File: config.mk
export PLATFORM = sky130hd
export DESIGN_NAME = piso_tx_scheduler
export DESIGN_NICKNAME = d
export VERILOG_FILES = /design/src/rtl/piso_tx_scheduler.sv
export SDC_FILE = /design/constraint.sdc
export NUM_CORES = 1
export LEC_CHECK = 0
export CAP_MARGIN = 20
export CORE_AREA = 2 2 39 41
export DETAILED_ROUTE_END_ITERATION = 10
export DIE_AREA = 0 0 41 43
export DONT_BUFFER_PORTS = 1
export GPL_TIMING_DRIVEN = 0
export PLACE_DENSITY = 0.58
export SYNTH_ARGS = -nofsm -noshare
export SYNTH_HDL_FRONTEND = slang
export SYNTH_SLANG_ARGS = --single-unit
File: constraint.sdc
create_clock -name clock -period 3.55 [get_ports clock]
set_input_delay 0.71 -clock clock [delete_from_list [all_inputs] [get_ports clock]]
set_output_delay 0.71 -clock clock [all_outputs]
set_load 0.03 [all_outputs]
File: src/rtl/piso_tx_scheduler.sv
// Round-robin shared serializer: grants one of NUM_REQ word producers and shifts
// the accepted word out MSB-first with valid/last framing and an optional idle gap.
//
// state   | meaning
// S_IDLE  | no word in flight; req_ready offers a round-robin grant
// S_SHIFT | word bits leaving MSB-first; hold freezes the shifter
// S_GAP   | GAP_CYCLES forced idle cycles after the final bit
module piso_tx_scheduler #(
  parameter int WIDTH      = 4,
  parameter int NUM_REQ    = 2,
  parameter int GAP_CYCLES = 1,
  localparam int SRC_W     = (NUM_REQ > 1) ? $clog2(NUM_REQ) : 1
) (
  input  logic                     clock,
  input  logic                     reset,
  input  logic [NUM_REQ-1:0]       req_valid,
  input  logic [NUM_REQ*WIDTH-1:0] req_data,
  output logic [NUM_REQ-1:0]       req_ready,
  input  logic                     hold,
  output logic                     serial_out,
  output logic                     serial_valid,
  output logic                     serial_last,
  output logic [SRC_W-1:0]         serial_src,
  output logic                     busy
);

  localparam int CW = $clog2(WIDTH);
  localparam int GW = (GAP_CYCLES > 1) ? $clog2(GAP_CYCLES) : 1;

  typedef enum logic [1:0] {S_IDLE, S_SHIFT, S_GAP} state_t;

  state_t             state_q, state_d;
  logic [WIDTH-1:0]   shreg_q, shreg_d;
  logic [CW-1:0]      cnt_q, cnt_d;
  logic [GW-1:0]      gap_q, gap_d;
  logic [SRC_W-1:0]   last_grant_q, last_grant_d;

  logic               grant_found;
  logic [SRC_W-1:0]   grant_idx;
  logic [SRC_W:0]     scan_sum;
  logic [SRC_W-1:0]   scan_idx;
  logic [WIDTH-1:0]   grant_word;

  // Search starts one past the previous winner so every requester gets a turn.
  always_comb begin
    grant_found = 1'b0;
    grant_idx   = '0;
    scan_sum    = '0;
    scan_idx    = '0;
    for (int k = 1; k <= NUM_REQ; k++) begin
      scan_sum = {1'b0, last_grant_q} + (SRC_W+1)'(k);
      if (scan_sum >= (SRC_W+1)'(NUM_REQ))
        scan_sum = scan_sum - (SRC_W+1)'(NUM_REQ);
      scan_idx = scan_sum[SRC_W-1:0];
      if (!grant_found && req_valid[scan_idx]) begin
        grant_found = 1'b1;
        grant_idx   = scan_idx;
      end
    end
  end

  always_comb begin
    grant_word = '0;
    for (int i = 0; i < NUM_REQ; i++) begin
      if (grant_idx == SRC_W'(i))
        grant_word = req_data[i*WIDTH +: WIDTH];
    end
  end

  // Grant is withheld while reset is asserted even though the state reads IDLE.
  always_comb begin
    req_ready = '0;
    for (int i = 0; i < NUM_REQ; i++) begin
      req_ready[i] = reset && (state_q == S_IDLE) && grant_found &&
                     (grant_idx == SRC_W'(i));
    end
  end

  always_ff @(posedge clock or negedge reset) begin
    if (!reset) begin
      state_q      <= S_IDLE;
      shreg_q      <= '0;
      cnt_q        <= '0;
      gap_q        <= '0;
      last_grant_q <= SRC_W'(NUM_REQ-1);
    end else begin
      state_q      <= state_d;
      shreg_q      <= shreg_d;
      cnt_q        <= cnt_d;
      gap_q        <= gap_d;
      last_grant_q <= last_grant_d;
    end
  end

  always_comb begin
    state_d      = state_q;
    shreg_d      = shreg_q;
    cnt_d        = cnt_q;
    gap_d        = gap_q;
    last_grant_d = last_grant_q;
    case (state_q)
      S_IDLE: begin
        if (grant_found) begin
          shreg_d      = grant_word;
          last_grant_d = grant_idx;
          cnt_d        = CW'(WIDTH-1);
          state_d      = S_SHIFT;
        end
      end
      S_SHIFT: begin
        if (!hold) begin
          shreg_d = shreg_q << 1;
          cnt_d   = cnt_q - 1'b1;
          if (cnt_q == '0) begin
            cnt_d = '0;
            if (GAP_CYCLES == 0) begin
              state_d = S_IDLE;
            end else begin
              gap_d   = GW'(GAP_CYCLES-1);
              state_d = S_GAP;
            end
          end
        end
      end
      S_GAP: begin
        if (gap_q == '0)
          state_d = S_IDLE;
        else
          gap_d = gap_q - 1'b1;
      end
      default: state_d = S_IDLE;
    endcase
  end

  always_comb begin
    serial_valid = (state_q == S_SHIFT) && !hold;
    serial_out   = serial_valid && shreg_q[WIDTH-1];
    serial_last  = serial_valid && (cnt_q == '0);
    serial_src   = (state_q == S_SHIFT) ? last_grant_q : '0;
    busy         = (state_q != S_IDLE);
  end

endmodule
### Word-level counts from Yosys, hierarchy flattened

Cells that the tools add are included.

* register bits after elaboration: 10
* input bits: 13
* output and inout port bits: 7
* word-level logic and storage cells: 69

* add/subtract/negate cells: 6
* magnitude comparators: 4
* equality and inequality tests: 6
* mux-type cells: 28
* bitwise gates (word level): 1
* reduce and logical (&&, ||, !) cells: 19

Operator list (number)
* two-way mux 1 bit: 14
* two-way mux 2 bit: 7
* two-way mux 4 bit: 3
* logical AND 1 bit: 8
* != test 2 bit (second input constant): 4
* one-hot mux 4 bit (2 select lines): 1
* one-hot mux 2 bit (3 select lines): 1
* AND reduction 3 bit: 2
* nonzero test 2 bit: 3
* greater-or-equal comparator 2 bit (second input constant): 2
* logical NOT 2 bit: 2
* < comparator 1 x 2 -> 1 bit (second input constant): 2
* one-hot mux 2 bit (2 select lines): 1
* AND reduction 4 bit: 1
* subtractor 1 bit (second input constant): 3
* adder 1 x 1 -> 2 bit (second input constant): 1
* adder 1 x 2 -> 2 bit (second input constant): 1
* == test 2 x 1 -> 1 bit (second input constant): 1
* == test 2 bit (second input constant): 1
* logical NOT 1 bit: 2
* one-hot mux 1 bit (2 select lines): 1
* AND reduction 2 bit: 1
* subtractor 2 x 1 -> 2 bit (second input constant): 1
* NOT 1 bit: 1

### Depth between registers and ports, before layout

Gate-level depths: netlist of run 1.

* depth in word-level cells: 12
* mapped depth: 4
* gate-level depth less buffers: 3

### Worst setup path after synthesis of run 1

Ideal clock, no wire load.

* path type: input -> output
* start point: input port req_valid[1]
* end point: output port req_ready[0]
* arrival time: 1.654 ns
* data required time: 2.840 ns
* setup slack: 1.186 ns
* cell stages on the path: 2
* buffers on the path: 0
* path through: a21boi_2 -> nor3b_1

* word-level cells in the longest chain between the ends: 8
* elaborated cells on any way between the ends: 13
* those cells by class: mux (8); bitwise (1); reduce/logical (4)

Ends and longest elaborated chain
* from (decl): RTL line 16 `input logic [NUM_REQ-1:0] req_valid,`
* two-way mux 1 bit (not written as such) (2 in a row): RTL line 55 `if (!grant_found && req_valid[scan_idx]) begin`
* two-way mux 1 bit: RTL line 55
* logical NOT 1 bit: RTL line 55
* logical AND 1 bit: RTL line 55
* two-way mux 1 bit: RTL line 55
* logical AND 1 bit or NOT 1 bit (tied branches): RTL line 74, 75
* logical AND 1 bit *: RTL line 74 `req_ready[i] = reset && (state_q == S_IDLE) && grant_found &&`
* to (decl): RTL line 18 `output logic [NUM_REQ-1:0] req_ready,`

Every way passes the cells marked *; elsewhere a longest branch is shown, timed or not. The select of a mux whose other input is x is not followed.

### Worst setup path after layout of run 1

* start point: register state_q[1]
* end point: output port req_ready[0]

* word-level cells in the longest chain between the ends: 4

Ends and longest elaborated chain
* from (decl): RTL line 32 `state_t state_q, state_d;`
* from (signal assigned): RTL line 87 `state_q <= state_d;`
* logical NOT 2 bit: RTL line 74
* logical AND 1 bit (3 in a row): RTL line 74

Every way passes these cells.

==> results.sh, run 1 <==
export IMPL_ys_seq_elements=9
export IMPL_worst_slew_margin_rel_pct=35.2
export IMPL_area_growth_pct=8.67
export IMPL_num_rows=14
export IMPL_cp_max_fo=7
export IMPL_slew_violations=0
export IMPL_synth_edf_count=0
export IMPL_grtUsageTotal_pct=14.5
export IMPL_yosys_area_top_type="dfrtp_1"
export IMPL_final_cell_area_sq_um=581
export IMPL_syn_num_nets=65
export IMPL_final_hold_viol_count=0
export IMPL_postCtsSetupRepairBufs=0
export IMPL_fin_crit_ps=2790
export IMPL_clock_skew_ps=0.937
export IMPL_tritoncts="yes"
export IMPL_ir_drop_mv=0.394
export IMPL_worst_pin_slew_ps=969
export IMPL_outcome="completed"
export IMPL_cp_data_arrival_time_ps=2080
export IMPL_cts_buffer_depth=2
export IMPL_netlist_top_cells_area="dfrtp_1, nand3b_1, a32o_1, dfstp_2, and2_1"
export IMPL_cp_startpoint="state_q[1]$_DFFE_PN0P_"
export IMPL_syn_cell_area_sq_um=534
export IMPL_grt_pass1_wl_mm=1.67
export IMPL_synth_most_common_cell="dfrtp_1"
export IMPL_io_pins=20
export IMPL_netlist_area_leader_share_pct=37.5
export IMPL_fmaxAchievable_ghz=0.358
export IMPL_post_route_cells_drive_above_1_share_pct=17.9
export IMPL_hold_slack_ps=135
export IMPL_p_leak_nw=0.237
export IMPL_dr_first_iter_drc_count=10
export IMPL_antenna_found_initial=0
export IMPL_nets=70
export IMPL_dr_pass1_iters=4
export IMPL_initial_core_util_pct=38.6
export IMPL_fin_tns_setup_ps=0
export IMPL_grt_max_degree=12
export IMPL_dpl_hpwl_um=831
export IMPL_ys_seq_area_share_pct=42.4
export IMPL_nFillCells=135
export IMPL_cts_buffers=3
export IMPL_wire_per_inst_um=15.8
export IMPL_powerDensity_nw_per_um2=899
export IMPL_die_w_um=41
export IMPL_clk_pin_slew_ps=60
export IMPL_grt_pass1_vias=378
export IMPL_ctsResizeCount=0
export IMPL_numClockSinks=9
export IMPL_ctsHoldBuffers=0
export IMPL_min_delay_path_class="primary input to async pin"
export IMPL_dieHeight_um=43
export IMPL_avgSynthCellArea_sq_um=10.3
export IMPL_cts_root_buffer="clkbuf_4"
export IMPL_drcViolationCount=0
export IMPL_overflow=0
export IMPL_io_buffers=0
export IMPL_pre_cts_ws_ps=1040
export IMPL_maxCapViolCount=0
export IMPL_yosysWarnings=0
export IMPL_critical_path_class="register to primary output"
export IMPL_synth_cell_types=24
export IMPL_yosys_most_used_dff="dfrtp_1"
export IMPL_crit_path_start_kind="register"
export IMPL_ant_nets=0
export IMPL_netlist_top_cells_count="dfrtp_1, nand3b_1, a21oi_1, and2_1, o21ai_0"
export IMPL_clkLatencyLatePin_ps=260
export IMPL_wl_mm=1.14
export IMPL_finalSetupViolations=0
export IMPL_place_congestion=0.759
export IMPL_async_reset_ff_share_pct=100
export IMPL_diodes=0
export IMPL_critical_path_required_ps=2840
export IMPL_htree_levels=1
export IMPL_placed_cell_area_sq_um=554
export IMPL_setup_slack_ps=757
export IMPL_core_area_sq_um=1380
export IMPL_syn_inst=52
export IMPL_r2r_start="last_grant_q$_DFFE_PN1P_"
export IMPL_via_per_inst=6.15
export IMPL_dieArea_sq_um=1760
export IMPL_vias=443
export IMPL_cp_end_kind="primary output"
export IMPL_rsz0062_at_grt="false"
export IMPL_period_share_pct=78.7
## state kept, by name, summed over array words and instances, names as in the netlist
register / flops
shreg_q: 4
cnt_q: 2
state_q: 2
last_grant_q: 1
## worst max-delay path, stage by stage, from the launching register on
cell and delay, ps:
dfrtp_1 470, nor2_1 270, o21ai_0 250, nor3b_1 840
## cells in the final DEF (no fill, tap or decap), drive strengths merged, types with 2 or more instances in the layout
cell type / instances
dfrtp: 8
nand3b: 6
and2: 4
o21ai: 4
a21oi: 4
clkbuf: 4
or3: 3
a32o: 3
nor3: 3
nor2: 2
inv: 2
## routing by layer
metal  vias to the layer above  GRT usage (%)  part of all wire, %
met2                        26           18.1                   40
met1                       206           21.3                   47
li1                        205              -                    -
met4                         0           10.0                  2.5
met3                         6           3.14                  9.6
met5                         -              0                    0
## cell type report
cell class	instances	area [sq um]	area share, %
multi-input cells	40	289	49.8
flip-flops and latches	9	226	39.0
clock buffers	4	26.3	4.53
well taps	16	20.0	3.45
plain buffers	1	11.3	1.94
inverters	2	7.51	1.29
## cell families after synthesis
| family | share of synthesized area [%] |
|---|---|
| buffers and inverters | 3.51 |
| AO/OA/AOI/OAI | 21.3 |
| AND/OR/NAND/NOR | 28.1 |
| flip-flops | 42.4 |
| multiplexers | 4.68 |
## power breakdown
part / internal, mW / switching [mW] / leakage, nW
Combinational: 0.102 / 0.152 / 0.114
Sequential: 0.154 / 0.0332 / 0.107
Clock: 0.0435 / 0.0381 / 0.0150
Total: 0.299 / 0.223 / 0.237
## final timing paths
kind | to | slack [ps] | cells after the start
setup / recovery | req_ready[0] | 760 | 3
hold / removal | cnt_q[0]$_DFFE_PN0P_ | 130 | 0
setup reg to reg | shreg_q[3]$_DFFE_PN0P_ | 2220 | 3
hold reg to reg | shreg_q[3]$_DFFE_PN0P_ | 500 | 1
max in group asynchronous | last_grant_q$_DFFE_PN1P_ | 3240 | 0
min in group clock | shreg_q[3]$_DFFE_PN0P_ | 500 | 1
## per-stage QoR
| step | power, mW | util (%) | std cells |
|---|---|---|---|
| CTS | 0.526 | 42.0 | 72 |
| global placement | 0.441 | 40.1 | 68 |
| finish | 0.522 | 42.0 | 72 |
| global route | 0.557 | 42.0 | 72 |
| detailed placement | 0.443 | 40.1 | 68 |
| floorplan | 0.400 | - | 52 |
Power figures use the tool's default switching activity.
==> run 2, diff against run 1 <==
- clock period: 3.55 -> 2.8 ns (I/O delays scaled with it)
==> results.sh, run 2 (same netlist as run 1, synthesis figures left out) <==
export IMPL_grtUsageTotal_pct=15.1
export IMPL_grt_max_degree=10
export IMPL_grt_pass1_wl_mm=1.72
export IMPL_p_leak_nw=0.241
export IMPL_top_register="shreg_q"
export IMPL_dr_first_iter_drc_count=8
export IMPL_dpl_cell_count=68
export IMPL_dpl_hpwl_um=831
export IMPL_die_w_um=41
export IMPL_numClockSinks=9
export IMPL_powerDensity_nw_per_um2=1130
export IMPL_worst_slew_margin_rel_pct=35.1
export IMPL_period_share_pct=94.4
export IMPL_p_total_mw=0.666
export IMPL_outcome="completed"
export IMPL_ir_drop_mv=0.504
export IMPL_min_delay_path_class="primary input to async pin"
export IMPL_overflow=0
export IMPL_fin_tns_setup_ps=0
export IMPL_core_area_sq_um=1380
export IMPL_postCtsSetupRepairBufs=0
export IMPL_wl_mm=1.17
export IMPL_layout_common_cells="dfrtp_1, nand3b_1, and2_1, o21ai_0, a21oi_1"
export IMPL_dieArea_sq_um=1760
export IMPL_ctsResizeCount=0
export IMPL_slew_violations=0
export IMPL_ant_nets=0
export IMPL_io_pins=20
export IMPL_critical_path_required_ps=2240
export IMPL_maxCapViolCount=0
export IMPL_critical_path_class="register to primary output"
export IMPL_pre_cts_ws_ps=443
export IMPL_cp_startpoint="state_q[1]$_DFFE_PN0P_"
export IMPL_htree_levels=1
export IMPL_crit_path_start_kind="register"
export IMPL_final_common_cell="dfrtp_1"
export IMPL_dieHeight_um=43
export IMPL_diodes=0
export IMPL_worst_pin_slew_ps=971
export IMPL_cp_end_kind="primary output"
export IMPL_area_growth_pct=10.5
export IMPL_fmaxAchievable_ghz=0.378
export IMPL_cp_data_arrival_time_ps=2080
export IMPL_drcViolationCount=0
export IMPL_clk_pin_slew_ps=60
export IMPL_cts_buffers=3
export IMPL_final_cell_count_no_fill=73
export IMPL_reg_top3="shreg_q (4), cnt_q (2), state_q (2)"
export IMPL_grt_pass1_vias=384
export IMPL_r2r_start="last_grant_q$_DFFE_PN1P_"
export IMPL_final_hold_viol_count=0
export IMPL_finalSetupViolations=0
export IMPL_vias=435
export IMPL_rsz0062_at_grt="false"
export IMPL_wire_per_inst_um=16.0
export IMPL_num_rows=14
export IMPL_place_congestion=0.759
export IMPL_io_buffers=0
export IMPL_cp_max_fo=7
export IMPL_antenna_found_initial=0
export IMPL_clock_skew_ps=2.64
export IMPL_post_route_cells_drive_above_1_share_pct=17.5
export IMPL_tritoncts="yes"
export IMPL_largest_reg_flops=4
export IMPL_cts_root_buffer="clkbuf_4"
export IMPL_placed_cell_area_sq_um=554
export IMPL_initial_core_util_pct=38.6
export IMPL_nets=71
export IMPL_setup_slack_ps=157
export IMPL_cts_buffer_depth=2
export IMPL_clkLatencyLatePin_ps=260
export IMPL_fin_crit_ps=2640
export IMPL_dr_pass1_iters=4
export IMPL_via_per_inst=5.96
export IMPL_final_cell_area_sq_um=591
[run 2: cell count changes in the layout (fill, tap and decap cells not counted), sizes merged]
cell         previous run  this run
dlygate4sd3             0         1
[run 2: repair_timing]
item                       CTS  global route
hold buffers                 1             0
setup endpoints to repair    0             0
hold endpoints to repair     8             0
[run 2: worst max-delay path, stage by stage, from the launching register on]
cell	delay (ps)
dfrtp_1	460
nor2_1	270
o21ai_0	250
nor3b_1	840
[run 2: layer usage]
layer  GRT usage, %  vias up  share of wire [%]
li1               -      206                  -
met1           22.7      202                 48
met2           18.8       23                 42
met3           3.14        4                8.2
met4           10.0        0                1.9
met5              0        -                  0
[run 2: path summary, 6_finish.rpt]
check                                            to  slack, ps  cells past startpoint
min in group clock         last_grant_q$_DFFE_PN1P_        360                      1
setup reg to reg             shreg_q[3]$_DFFE_PN0P_       1460                      3
hold reg to reg              shreg_q[0]$_DFFE_PN0P_        490                      1
setup / recovery                       req_ready[0]        160                      3
hold / removal             last_grant_q$_DFFE_PN1P_        130                      0
max in group asynchronous    shreg_q[1]$_DFFE_PN0P_       1880                      1
[run 2: where the power goes]
part           switching, mW  total [mW]  leakage [nW]  internal (mW)
Clock                 0.0493       0.104        0.0150         0.0551
Sequential            0.0421       0.237         0.107          0.195
Combinational          0.194       0.325         0.118          0.130
[run 2: layout make-up]
type,count,area [sq um]
fillers,134,793
multi-input cells,40,289
flip-flops and latches,9,226
clock buffers,4,26.3
well taps,16,20.0
plain buffers,1,11.3
repair buffers,1,10.0
inverters,2,7.51
[run 2: stage by stage]
stage | util, % | hold slack [ps]
floorplan | - | 264
global placement | 40.1 | 265
detailed placement | 40.1 | 265
CTS | 42.7 | 128
global route | 42.7 | 125
finish | 42.7 | 134
==> run 3, diff against run 2 <==
- ABC_AREA: default -> 1
- CELL_PAD_IN_SITES_DETAIL_PLACEMENT: default -> 0
- CELL_PAD_IN_SITES_GLOBAL_PLACEMENT: default -> 1
- CORE_AREA: 2 2 39 41 -> default
- CORE_UTILIZATION: default -> 38
- DIE_AREA: 0 0 41 43 -> default
- PLACE_DENSITY: 0.58 -> 0.75
==> results.sh, run 3 <==
export IMPL_outcome="completed"
export IMPL_ys_seq_area_share_pct=44.0
export IMPL_cp_startpoint="last_grant_q$_DFFE_PN1P_"
export IMPL_crit_path_start_kind="register"
export IMPL_cp_data_arrival_time_ps=1830
export IMPL_io_pins=20
export IMPL_placed_cell_area_sq_um=532
export IMPL_drcViolationCount=0
export IMPL_netlist_top_cells_area="dfrtp_1, nand2_1, inv_1, nor2_1, nand3_1"
export IMPL_r2r_start="state_q[0]$_DFFE_PN0P_"
export IMPL_wire_per_inst_um=11.8
export IMPL_place_congestion=0.675
export IMPL_numClockSinks=9
export IMPL_critical_path_class="register to primary output"
export IMPL_yosys_area_top_type="dfrtp_1"
export IMPL_power_internal_mw=0.338
export IMPL_clkLatencyLatePin_ps=260
export IMPL_clk_pin_slew_ps=70
export IMPL_fin_tns_setup_ps=0
export IMPL_overflow=0
export IMPL_core_area_sq_um=1190
export IMPL_slew_violations=0
export IMPL_cp_max_fo=5
export IMPL_dr_pass1_iters=4
export IMPL_final_common_cell="nand2_1"
export IMPL_ys_seq_elements=9
export IMPL_powerDensity_nw_per_um2=1160
export IMPL_grt_pass1_vias=434
export IMPL_cts_buffer_depth=2
export IMPL_finalSetupViolations=0
export IMPL_area_growth_pct=10.5
export IMPL_clock_skew_ps=7.15
export IMPL_antenna_found_initial=0
export IMPL_num_rows=12
export IMPL_dieHeight_um=38.8
export IMPL_syn_num_nets=87
export IMPL_period_share_pct=85.2
export IMPL_layout_common_cells="nand2_1, inv_1, nor2_1"
export IMPL_syn_cell_area_sq_um=514
export IMPL_ctsResizeCount=0
export IMPL_top_register="shreg_q"
export IMPL_p_clk_share_pct=15.6
export IMPL_postCtsSetupRepairBufs=0
export IMPL_grt_max_degree=10
export IMPL_ir_drop_mv=0.373
export IMPL_grtUsageTotal_pct=19.5
export IMPL_p_leak_nw=0.295
export IMPL_maxCapViolCount=0
export IMPL_netlist_area_leader_share_pct=38.9
export IMPL_worst_slew_margin_rel_pct=40.3
export IMPL_dpl_hpwl_um=833
export IMPL_p_comb_share_pct=48.0
export IMPL_dr_first_iter_drc_count=7
export IMPL_cts_root_buffer="clkbuf_4"
export IMPL_synth_edf_count=0
export IMPL_critical_path_required_ps=2240
export IMPL_io_buffers=0
export IMPL_post_route_cells_drive_above_1_share_pct=12.7
export IMPL_largest_reg_flops=4
export IMPL_nets=93
export IMPL_synth_cell_types=15
export IMPL_via_per_inst=4.98
export IMPL_fmaxAchievable_ghz=0.419
export IMPL_ant_nets=0
export IMPL_p_seq_share_pct=36.4
export IMPL_switching_share_pct=48.5
export IMPL_fin_crit_ps=2390
export IMPL_worst_pin_slew_ps=889
export IMPL_synth_most_common_cell="nand2_1"
export IMPL_total_switching_power_mw=0.319
export IMPL_min_delay_path_class="primary input to async pin"
export IMPL_cp_end_kind="primary output"
export IMPL_netlist_top_cells_count="nand2_1, inv_1, nor2_1"
export IMPL_wl_mm=1.10
export IMPL_die_w_um=38.8
export IMPL_dieArea_sq_um=1500
export IMPL_final_cell_count_no_fill=93
export IMPL_yosys_most_used_dff="dfrtp_1"
export IMPL_reg_top3="shreg_q (4), cnt_q (2), state_q (2)"
export IMPL_avgSynthCellArea_sq_um=6.95
export IMPL_tritoncts="yes"
export IMPL_final_hold_viol_count=0
export IMPL_yosysWarnings=0
export IMPL_async_reset_ff_share_pct=100
export IMPL_ctsHoldBuffers=1
export IMPL_htree_levels=1
export IMPL_syn_inst=74
export IMPL_dpl_cell_count=88
export IMPL_vias=463
export IMPL_final_cell_area_sq_um=568
export IMPL_initial_core_util_pct=43.4
export IMPL_rsz0062_at_grt="false"
export IMPL_diodes=0
export IMPL_grt_pass1_wl_mm=1.84
export IMPL_cts_buffers=3
==> run 3: cell families (layout without fill, tap and decap cells) <==
kind of cell,after synthesis,after routing,share of synthesized area [%]
buf+inv,11,16,8.03
compound gates,10,10,9.73
flops,9,9,44.0
simple gates,44,44,38.2
==> run 3: stage by stage <==
step / worst slack (ps) / utilization, % / hold WS [ps] / power, mW
after floorplan: 749 / - / 264 / 0.502
after global placement: 653 / 44.8 / 265 / 0.555
after detailed placement: 656 / 44.8 / 265 / 0.560
after CTS: 398 / 47.9 / 125 / 0.667
after global routing: 292 / 47.9 / 108 / 0.720
final: 414 / 47.9 / 130 / 0.657
==> run 3: worst max-delay path, stage by stage, from the launching register on <==
cell     delay, ps
dfstp_2        530
nand2_1         90
nand2_1        150
inv_1          100
nor3_1         690
==> run 3: final timing paths <==
kind / end / slack (ps) / cells after the start
hold reg to reg: shreg_q[3]$_DFFE_PN0P_ / 480 / 2
setup reg to reg: cnt_q[0]$_DFFE_PN0P_ / 1640 / 6
min in group clock: shreg_q[0]$_DFFE_PN0P_ / 470 / 2
setup / recovery: req_ready[0] / 410 / 4
max in group asynchronous: shreg_q[3]$_DFFE_PN0P_ / 1870 / 1
hold / removal: last_grant_q$_DFFE_PN1P_ / 130 / 0
==> run 3: power by group through the flow <==
stage          registers [mW]  logic, mW  clock network, mW
3_5_place_dp            0.242      0.318                  0
5_1_grt                 0.247      0.360              0.114
2_1_floorplan           0.232      0.270                  0
6_report                0.239      0.315              0.102
4_1_cts                 0.240      0.322              0.105
3_3_place_gp            0.241      0.314                  0
==> run 3: cell type report <==
type	instances	area [sq um]
clock buffers	4	26.3
flip-flops and latches	9	226
inverters	11	41.3
fillers	139	618
well taps	14	17.5
multi-input cells	54	246
repair buffers	1	10.0
==> run 3: metal layers <==
layer  vias to the layer above  routed length [um]  global-route usage, %
met2                        11                 503                   29.2
met3                         2                  71                   12.1
met5                         -                   0                      0
met4                         0                   9                   7.76
met1                       207                 515                   21.9
li1                        243                   -                      -
